$ cat config.mk
export PLATFORM = sky130hd
export DESIGN_NAME = ecc_scrub_sched_flat
export DESIGN_NICKNAME = d
export VERILOG_FILES = /design/src/rtl/ecc_scrub_sched_if.sv /design/src/rtl/ecc_scrub_sched.sv /design/src/flat_wrapper.sv
export SDC_FILE = /design/constraint.sdc
export NUM_CORES = 1
export LEC_CHECK = 0
export ABC_AREA = 0
export ABC_CLOCK_PERIOD_IN_PS = 4100
export CAP_MARGIN = 20
export CELL_PAD_IN_SITES_DETAIL_PLACEMENT = 1
export CELL_PAD_IN_SITES_GLOBAL_PLACEMENT = 2
export CORE_MARGIN = 4
export CORE_UTILIZATION = 30
export DETAILED_ROUTE_END_ITERATION = 10
export GPL_TIMING_DRIVEN = 0
export PLACE_DENSITY_LB_ADDON = 0.12
export SYNTH_ARGS = -nofsm -noshare
export SYNTH_HDL_FRONTEND = slang
export SYNTH_SLANG_ARGS = --single-unit
$ cat constraint.sdc
create_clock -name clk_i -period 4.1 [get_ports clk_i]
set_input_delay 0.41 -clock clk_i [delete_from_list [all_inputs] [get_ports clk_i]]
set_output_delay 0.41 -clock clk_i [all_outputs]
set_load 0.01 [all_outputs]
$ cat src/rtl/ecc_scrub_sched_if.sv
// Scrubber-facing handshake of the ECC scrub scheduler: the trigger pulse
// going out, the interconnect busy hint and the scrubber's result flags coming in.
interface ecc_scrub_sched_if;
  logic scrub_trigger_o;
  logic intc_busy_i;
  logic bit_corrected_i;
  logic uncorrectable_i;

  // Scheduler side
  modport master (
    output scrub_trigger_o,
    input  intc_busy_i,
    input  bit_corrected_i,
    input  uncorrectable_i
  );

  // Scrubber / interconnect side
  modport slave (
    input  scrub_trigger_o,
    output intc_busy_i,
    output bit_corrected_i,
    output uncorrectable_i
  );
endinterface

$ cat src/rtl/ecc_scrub_sched.sv
// ECC scrub scheduler: issues rate-limited scrub trigger pulses while the
// cache interconnect is idle, mirrors the scrubber's way/index walk and keeps
// saturating error/sweep statistics with a sticky level interrupt.
// Optional error log (first uncorrectable position) enabled by the macro
// ECC_SCRUB_ERRLOG_EN; without it the log outputs are tied to zero.
module ecc_scrub_sched #(
  parameter int IntervalWidth    = 16,
  parameter int CntWidth         = 16,
  parameter int BankSize         = 256,
  parameter int AddrWidth        = 8,
  parameter int DCACHE_SET_ASSOC = 2,
  localparam int WayWidth = (DCACHE_SET_ASSOC > 1) ? $clog2(DCACHE_SET_ASSOC) : 1
) (
  input  logic                     clk_i,
  input  logic                     rst_ni,
  ecc_scrub_sched_if.master        scrub_if,
  input  logic                     enable_i,
  input  logic [IntervalWidth-1:0] interval_i,
  input  logic [CntWidth-1:0]      threshold_i,
  input  logic                     clear_i,
  output logic [CntWidth-1:0]      corr_cnt_o,
  output logic [CntWidth-1:0]      uncorr_cnt_o,
  output logic [CntWidth-1:0]      sweep_cnt_o,
  output logic [AddrWidth-1:0]     cur_index_o,
  output logic [WayWidth-1:0]      cur_way_o,
  output logic                     irq_o,
  output logic                     err_valid_o,
  output logic [AddrWidth-1:0]     err_index_o,
  output logic [WayWidth-1:0]      err_way_o
);

  // The scrubber needs at least 8 cycles to return to Idle between pulses.
  localparam logic [IntervalWidth-1:0] MinInterval = IntervalWidth'(8);
  localparam logic [WayWidth-1:0]      LastWay     = WayWidth'(DCACHE_SET_ASSOC - 1);
  localparam logic [AddrWidth-1:0]     LastIndex   = AddrWidth'(BankSize - 1);

  typedef enum logic [1:0] {
    S_DISABLED,
    S_COUNT,
    S_PENDING,
    S_FIRE
  } state_e;

  state_e                   state_q, state_d;
  logic [IntervalWidth-1:0] cnt_q, cnt_d;
  logic                     trigger_q, trigger_d;
  logic [IntervalWidth-1:0] eff_interval;
  logic [IntervalWidth-1:0] reload;

  logic [WayWidth-1:0]      way_q, way_d;
  logic [AddrWidth-1:0]     index_q, index_d;
  logic                     sweep_done;

  logic [CntWidth-1:0]      corr_q, corr_d;
  logic [CntWidth-1:0]      uncorr_q, uncorr_d;
  logic [CntWidth-1:0]      sweep_q, sweep_d;
  logic                     irq_q, irq_d;

  logic fire;
  logic busy;
  logic corr_ev;
  logic uncorr_ev;

  assign busy      = scrub_if.intc_busy_i;
  assign corr_ev   = scrub_if.bit_corrected_i;
  assign uncorr_ev = scrub_if.uncorrectable_i;
  assign fire      = (state_q == S_FIRE);

  assign eff_interval = (interval_i < MinInterval) ? MinInterval : interval_i;
  assign reload       = eff_interval - 1'b1;

  function automatic logic [CntWidth-1:0] sat_inc(input logic [CntWidth-1:0] v);
    return (&v) ? v : v + 1'b1;
  endfunction

  // Trigger FSM: next state, interval counter and registered trigger pulse
  always_comb begin
    state_d = state_q;
    cnt_d   = cnt_q;
    if (!enable_i) begin
      state_d = S_DISABLED;
      cnt_d   = '0;
    end else begin
      unique case (state_q)
        S_DISABLED: begin
          state_d = S_COUNT;
          cnt_d   = reload;
        end
        S_COUNT: begin
          if (cnt_q == '0) begin
            state_d = busy ? S_PENDING : S_FIRE;
          end else begin
            cnt_d = cnt_q - 1'b1;
          end
        end
        S_PENDING: begin
          if (!busy) state_d = S_FIRE;
        end
        S_FIRE: begin
          state_d = S_COUNT;
          cnt_d   = reload;
        end
        default: state_d = S_DISABLED;
      endcase
    end
    trigger_d = (state_d == S_FIRE);
  end

  // FSM state, interval counter and trigger register
  always_ff @(posedge clk_i or negedge rst_ni) begin
    if (!rst_ni) begin
      state_q   <= S_DISABLED;
      cnt_q     <= '0;
      trigger_q <= 1'b0;
    end else begin
      state_q   <= state_d;
      cnt_q     <= cnt_d;
      trigger_q <= trigger_d;
    end
  end

  // Walk position: way-major within an index, advanced as the FIRE cycle ends
  always_comb begin
    way_d      = way_q;
    index_d    = index_q;
    sweep_done = 1'b0;
    if (fire) begin
      if (way_q == LastWay) begin
        way_d = '0;
        if (index_q == LastIndex) begin
          index_d    = '0;
          sweep_done = 1'b1;
        end else begin
          index_d = index_q + 1'b1;
        end
      end else begin
        way_d = way_q + 1'b1;
      end
    end
  end

  // Position registers
  always_ff @(posedge clk_i or negedge rst_ni) begin
    if (!rst_ni) begin
      way_q   <= '0;
      index_q <= '0;
    end else begin
      way_q   <= way_d;
      index_q <= index_d;
    end
  end

  // Statistics and interrupt; clear beats any event arriving in the same cycle
  always_comb begin
    corr_d   = corr_q;
    uncorr_d = uncorr_q;
    sweep_d  = sweep_q;
    irq_d    = irq_q;
    if (clear_i) begin
      corr_d   = '0;
      uncorr_d = '0;
      sweep_d  = '0;
      irq_d    = 1'b0;
    end else begin
      if (corr_ev)    corr_d   = sat_inc(corr_q);
      if (uncorr_ev)  uncorr_d = sat_inc(uncorr_q);
      if (sweep_done) sweep_d  = sat_inc(sweep_q);
      if (uncorr_ev) irq_d = 1'b1;
      if (corr_ev && (threshold_i != '0) && (corr_d >= threshold_i)) irq_d = 1'b1;
    end
  end

  // Statistics registers
  always_ff @(posedge clk_i or negedge rst_ni) begin
    if (!rst_ni) begin
      corr_q   <= '0;
      uncorr_q <= '0;
      sweep_q  <= '0;
      irq_q    <= 1'b0;
    end else begin
      corr_q   <= corr_d;
      uncorr_q <= uncorr_d;
      sweep_q  <= sweep_d;
      irq_q    <= irq_d;
    end
  end

`ifdef ECC_SCRUB_ERRLOG_EN
  logic [WayWidth-1:0]  last_way_q;
  logic [AddrWidth-1:0] last_index_q;
  logic                 fired_q;
  logic                 log_valid_q;
  logic [WayWidth-1:0]  log_way_q;
  logic [AddrWidth-1:0] log_index_q;

  // Remember the position of the most recent trigger for error attribution
  always_ff @(posedge clk_i or negedge rst_ni) begin
    if (!rst_ni) begin
      last_way_q   <= '0;
      last_index_q <= '0;
      fired_q      <= 1'b0;
    end else if (fire) begin
      last_way_q   <= way_q;
      last_index_q <= index_q;
      fired_q      <= 1'b1;
    end
  end

  // Capture the first uncorrectable error position; later errors never overwrite
  always_ff @(posedge clk_i or negedge rst_ni) begin
    if (!rst_ni) begin
      log_valid_q <= 1'b0;
      log_way_q   <= '0;
      log_index_q <= '0;
    end else if (clear_i) begin
      log_valid_q <= 1'b0;
      log_way_q   <= '0;
      log_index_q <= '0;
    end else if (uncorr_ev && fired_q && !log_valid_q) begin
      log_valid_q <= 1'b1;
      log_way_q   <= last_way_q;
      log_index_q <= last_index_q;
    end
  end

  assign err_valid_o = log_valid_q;
  assign err_way_o   = log_way_q;
  assign err_index_o = log_index_q;
`else
  assign err_valid_o = 1'b0;
  assign err_way_o   = '0;
  assign err_index_o = '0;
`endif

  assign scrub_if.scrub_trigger_o = trigger_q;
  assign corr_cnt_o   = corr_q;
  assign uncorr_cnt_o = uncorr_q;
  assign sweep_cnt_o  = sweep_q;
  assign cur_index_o  = index_q;
  assign cur_way_o    = way_q;
  assign irq_o        = irq_q;

endmodule

$ cat src/flat_wrapper.sv
// flat-port wrapper written by rule: the top's interface ports become plain ports
module ecc_scrub_sched_flat 
#(
  parameter int IntervalWidth    = 16,
  parameter int CntWidth         = 16,
  parameter int BankSize         = 256,
  parameter int AddrWidth        = 8,
  parameter int DCACHE_SET_ASSOC = 2,
  localparam int WayWidth = (DCACHE_SET_ASSOC > 1) ? $clog2(DCACHE_SET_ASSOC) : 1
)
  (clk_i, rst_ni, enable_i, interval_i, threshold_i, clear_i, corr_cnt_o, uncorr_cnt_o, sweep_cnt_o, cur_index_o, cur_way_o, irq_o, err_valid_o, err_index_o, err_way_o, scrub_if_scrub_trigger_o, scrub_if_intc_busy_i, scrub_if_bit_corrected_i, scrub_if_uncorrectable_i);
  ecc_scrub_sched_if scrub_if_i ();
  input  logic clk_i;
  input  logic rst_ni;
  input  logic enable_i;
  input  logic [IntervalWidth-1:0] interval_i;
  input  logic [CntWidth-1:0] threshold_i;
  input  logic clear_i;
  output logic [CntWidth-1:0] corr_cnt_o;
  output logic [CntWidth-1:0] uncorr_cnt_o;
  output logic [CntWidth-1:0] sweep_cnt_o;
  output logic [AddrWidth-1:0] cur_index_o;
  output logic [WayWidth-1:0] cur_way_o;
  output logic irq_o;
  output logic err_valid_o;
  output logic [AddrWidth-1:0] err_index_o;
  output logic [WayWidth-1:0] err_way_o;
  output wire logic [$bits(scrub_if_i.scrub_trigger_o)-1:0] scrub_if_scrub_trigger_o;
  input wire logic [$bits(scrub_if_i.intc_busy_i)-1:0] scrub_if_intc_busy_i;
  input wire logic [$bits(scrub_if_i.bit_corrected_i)-1:0] scrub_if_bit_corrected_i;
  input wire logic [$bits(scrub_if_i.uncorrectable_i)-1:0] scrub_if_uncorrectable_i;
  assign scrub_if_scrub_trigger_o = scrub_if_i.scrub_trigger_o;
  assign scrub_if_i.intc_busy_i = scrub_if_intc_busy_i;
  assign scrub_if_i.bit_corrected_i = scrub_if_bit_corrected_i;
  assign scrub_if_i.uncorrectable_i = scrub_if_uncorrectable_i;
  ecc_scrub_sched #(.IntervalWidth(IntervalWidth), .CntWidth(CntWidth), .BankSize(BankSize), .AddrWidth(AddrWidth), .DCACHE_SET_ASSOC(DCACHE_SET_ASSOC)) u_core (.clk_i(clk_i), .rst_ni(rst_ni), .scrub_if(scrub_if_i), .enable_i(enable_i), .interval_i(interval_i), .threshold_i(threshold_i), .clear_i(clear_i), .corr_cnt_o(corr_cnt_o), .uncorr_cnt_o(uncorr_cnt_o), .sweep_cnt_o(sweep_cnt_o), .cur_index_o(cur_index_o), .cur_way_o(cur_way_o), .irq_o(irq_o), .err_valid_o(err_valid_o), .err_index_o(err_index_o), .err_way_o(err_way_o));
endmodule
==> out/summary.txt, run 1 <==
Comb power frac: 38.1%
CTS max path bufs: 2
Setup-failing EPs final: 0
Crit Path Class: reg2reg
Clk pin slew, worst setup/hold paths: 0.07 ns
Top cell type's share of synthesized area: 38.25%
Clock sinks: 77
Crit end category: register
Critical Path Source: u_core.state_q[0]$_DFF_PN0_
Final WS setup: 0.3768 ns
Pleak: 2.813 nW
Post-synthesis async set-or-reset flop share: 100.0%
Most frequent cells in the layout: 95 x clkdlybuf4s50_1, 77 x dfrtp_1, 61 x nor2_1
Unique masters post-synth: 57
CP max FO: 10
Multi-input logic area: 2887 µm²
Area contributors post-synth: dfrtp_1 38%, ha_1 6.5%, xor2_1 5.6%
Path category of the worst min-delay check: in2async
VDD IR max: 0.2351 mV
Final Cell Area: 6641 µm²
Filler Cell Count: 1962
Reg2reg start: u_core.state_q[0]$_DFF_PN0_
Total negative slack: 0 ns
Clock power share: 28.2%
DR iter-0 viols: 146
GR Util met1: 21.08%
Die Ht: 137.6 µm
Status: finished clean
Warnings, synthesis: 0
Worst Setup EP: u_core.cnt_q[12]$_DFFE_PN0P_
Via Count: 4610
Global-route wire length before repair: 25120 µm
Setup Buffers After CTS: 0
Slew headroom: 35.57%
Placement-stage cell area: 6332 µm²
PD cells: 444.7 nW/µm²
Fin crit period: 3.723 ns
DR WL/cell: 17.31 µm
Switching Fraction: 39.19%
Met3 GRT Util: 3.287%
Chip width: 137.6 µm
Avg Synthesized Cell Area: 8.963 µm²
Register area share after synthesis: 38.25%
Main synth FF type: dfrtp_1
Post-Synthesis Cells: 562
Met2 Use GR: 29.42%
Slew Limit Fails: 0
GR peak layer: met2
Share of total power in sequential cells: 33.7%
CTS Root Cell: clkbuf_16
Final Hold Vio Count: 0
Initial antenna violation count: 0
Most common cell after layout, fill and taps aside: clkdlybuf4s50_1
Overflow after GRT: 0
Final net count: 744
Internal cell power: 1.796 mW
RSZ-0062 raised after global routing: no
CTS Hold Bufs: 0
Cell taking the most area after synthesis: dfrtp_1
Vias per cell: 5.100
Detail Placement HPWL: 11880 µm
CP arrival: 3.95 ns
Fmax: 268.6 MHz
Min Hold Slack: 0.008773 ns
Placer Congestion: 0.8389
Htree depth: 3
CP startpoint kind: register
CTS buffer count: 9
DR DRC count: 0
Clock latency on the worst-skew pair: 0.34 ns
CTS tree: built
RR Endpoint: u_core.cnt_q[12]$_DFFE_PN0P_
Fraction of layout cells with a size suffix above 1: 7.456%
R2R depth: 14
Ports: 108
Vias in the first global route: 4843
Global-route usage over all layers: 16.97%
Design Power: 2.953 mW
Final cycle utilization of the critical path: 90.81%
Worst slew pin tran: 0.9422 ns
Synth-to-layout area growth: 31.84%
Die area: 18930 µm²
Pin count of the biggest net entering global routing: 49
Yosys reg bits: 77
Port Buf Inserts: 96
Ant. Diodes: 0
Core Area: 16520 µm²
Resize count post-CTS: 0
# Max-Cap Violations: 0
Post-synth EDFFs: 0
Storage element area: 1927 µm²
Initial core utilization: 30.48%
Post-Syn Area: 5037 µm²
Worst clock skew: 0.007081 ns
CP required: 4.33 ns
R2R Setup Slk: 0.38 ns
Psw: 1.157 mW
Post-Route WL: 15650 µm
Routed Antenna Nets: 0
DRT Pass-1 Iters: 4
Pre-CTS WS: -0.09349 ns
Row Count: 47
-- flip-flops by register name (all words and copies together), names as in the netlist --
name / count
u_core.cur_way_o: 1
u_core.scrub_if.scrub_trigger_o: 1
u_core.irq_o: 1
u_core.corr_cnt_o: 16
u_core.cur_index_o: 8
u_core.cnt_q: 16
u_core.state_q: 2
u_core.sweep_cnt_o: 16
u_core.uncorr_cnt_o: 16
-- metrics by stage --
| step | utilization (%) | cells |
|---|---|---|
| 4_1_cts | 40.13 | 904 |
| 5_1_grt | 40.19 | 904 |
| 6_report | 40.19 | 904 |
| 2_1_floorplan | - | 571 |
| 3_5_place_dp | 38.32 | 888 |
| 3_3_place_gp | 38.17 | 887 |
-- worst min path at each step --
stage	from	endpoint	slack [ns]	depth (start not counted)
floorplan	rst_ni	u_core.cnt_q[0]$_DFFE_PN0P_	0.11	0
global placement	u_core.cur_index_o[6]$_DFFE_PN0P_	u_core.cur_index_o[6]$_DFFE_PN0P_	0.48	1
detailed placement	rst_ni	u_core.corr_cnt_o[9]$_DFF_PN0_	0.39	1
CTS	rst_ni	u_core.corr_cnt_o[9]$_DFF_PN0_	0.009	1
global route	rst_ni	u_core.corr_cnt_o[9]$_DFF_PN0_	0.03	1
finish	rst_ni	u_core.corr_cnt_o[9]$_DFF_PN0_	0.009	1
-- cells in the mapped netlist, drive strengths merged (6+ instances only) --
library cell,number
a21oi,28
a31oi,7
and2,6
and3,12
buf,19
clkbuf,10
dfrtp,77
ha,26
inv,22
mux2i,6
nand2,47
nand3,22
nand4,21
nor2,62
nor2b,19
nor3,16
nor4,14
o211ai,6
o21ai,19
or3,9
or4,6
xnor2,22
xor2,32
-- final cells by class --
cell class | instances | area share [%]
multi-input cells | 443 | 43.46
flip-flops and latches | 77 | 29.01
repair buffers | 97 | 14.85
well taps | 220 | 4.145
clock buffers | 10 | 3.448
plain buffers | 29 | 2.788
inverters | 22 | 1.243
clock inverters | 6 | 1.055
-- critical path: stages (launching register included) --
cell      delay [ns]
dfrtp_1         0.41
inv_1           0.11
ha_1            0.49
inv_1           0.18
a41oi_1         0.35
clkbuf_2        0.32
a22oi_1         0.13
ha_1            0.28
nand2b_1        0.12
nor3_1          0.05
a31oi_1         0.23
buf_2           0.29
nor3_1          0.13
xor2_1          0.18
a221o_1         0.33
-- per-layer routing --
metal / part of all wire [%] / vias to the layer above / wire [µm]
met2: 49 / 84 / 7745
met4: 1.7 / 0 / 261
li1: - / 2225 / -
met5: 0 / - / 0
met1: 45 / 2283 / 6977
met3: 4.3 / 18 / 667
-- power by group through the flow --
stage / logic (mW) / clock network (mW) / registers (mW)
floorplan: 0.750 / 0 / 0.980
global placement: 1.10 / 0 / 1.00
detailed placement: 1.13 / 0 / 1.01
CTS: 1.13 / 0.871 / 0.993
global route: 1.26 / 0.899 / 1.01
finish: 1.13 / 0.832 / 0.995
-- logic make-up after synthesis --
group | after synthesis | share of synthesized area (%)
other | 1 | 0.07444
XOR/XNOR | 54 | 9.389
multiplexers | 11 | 2.310
AND/OR/NAND/NOR | 246 | 25.61
AO/OA/AOI/OAI | 96 | 12.62
adder cells (fa/ha/maj) | 26 | 6.458
buffers and inverters | 51 | 5.290
flip-flops | 77 | 38.25
Note: power is estimated with default switching activity, not from simulation.
==> inputs of run 2 (changes only) <==
--- a/config.mk
+++ b/config.mk
@@ -7,7 +7,6 @@
 export LEC_CHECK = 0
 export ABC_AREA = 0
 export ABC_CLOCK_PERIOD_IN_PS = 4100
-export CAP_MARGIN = 20
 export CELL_PAD_IN_SITES_DETAIL_PLACEMENT = 1
 export CELL_PAD_IN_SITES_GLOBAL_PLACEMENT = 2
 export CORE_MARGIN = 4
==> results of run 2 <==
Final layout, timing and power as in run 1 (identical DEF).
==> inputs of run 3 (changes only) <==
--- a/config.mk
+++ b/config.mk
@@ -6,7 +6,6 @@
 export NUM_CORES = 1
 export LEC_CHECK = 0
 export ABC_AREA = 0
-export ABC_CLOCK_PERIOD_IN_PS = 4100
 export CELL_PAD_IN_SITES_DETAIL_PLACEMENT = 1
 export CELL_PAD_IN_SITES_GLOBAL_PLACEMENT = 2
 export CORE_MARGIN = 4
@@ -14,6 +13,7 @@
 export DETAILED_ROUTE_END_ITERATION = 10
 export GPL_TIMING_DRIVEN = 0
 export PLACE_DENSITY_LB_ADDON = 0.12
+export SKIP_LAST_GASP = 1
 export SYNTH_ARGS = -nofsm -noshare
 export SYNTH_HDL_FRONTEND = slang
 export SYNTH_SLANG_ARGS = --single-unit
==> results of run 3 <==
Final layout, timing and power as in run 1 (identical DEF).
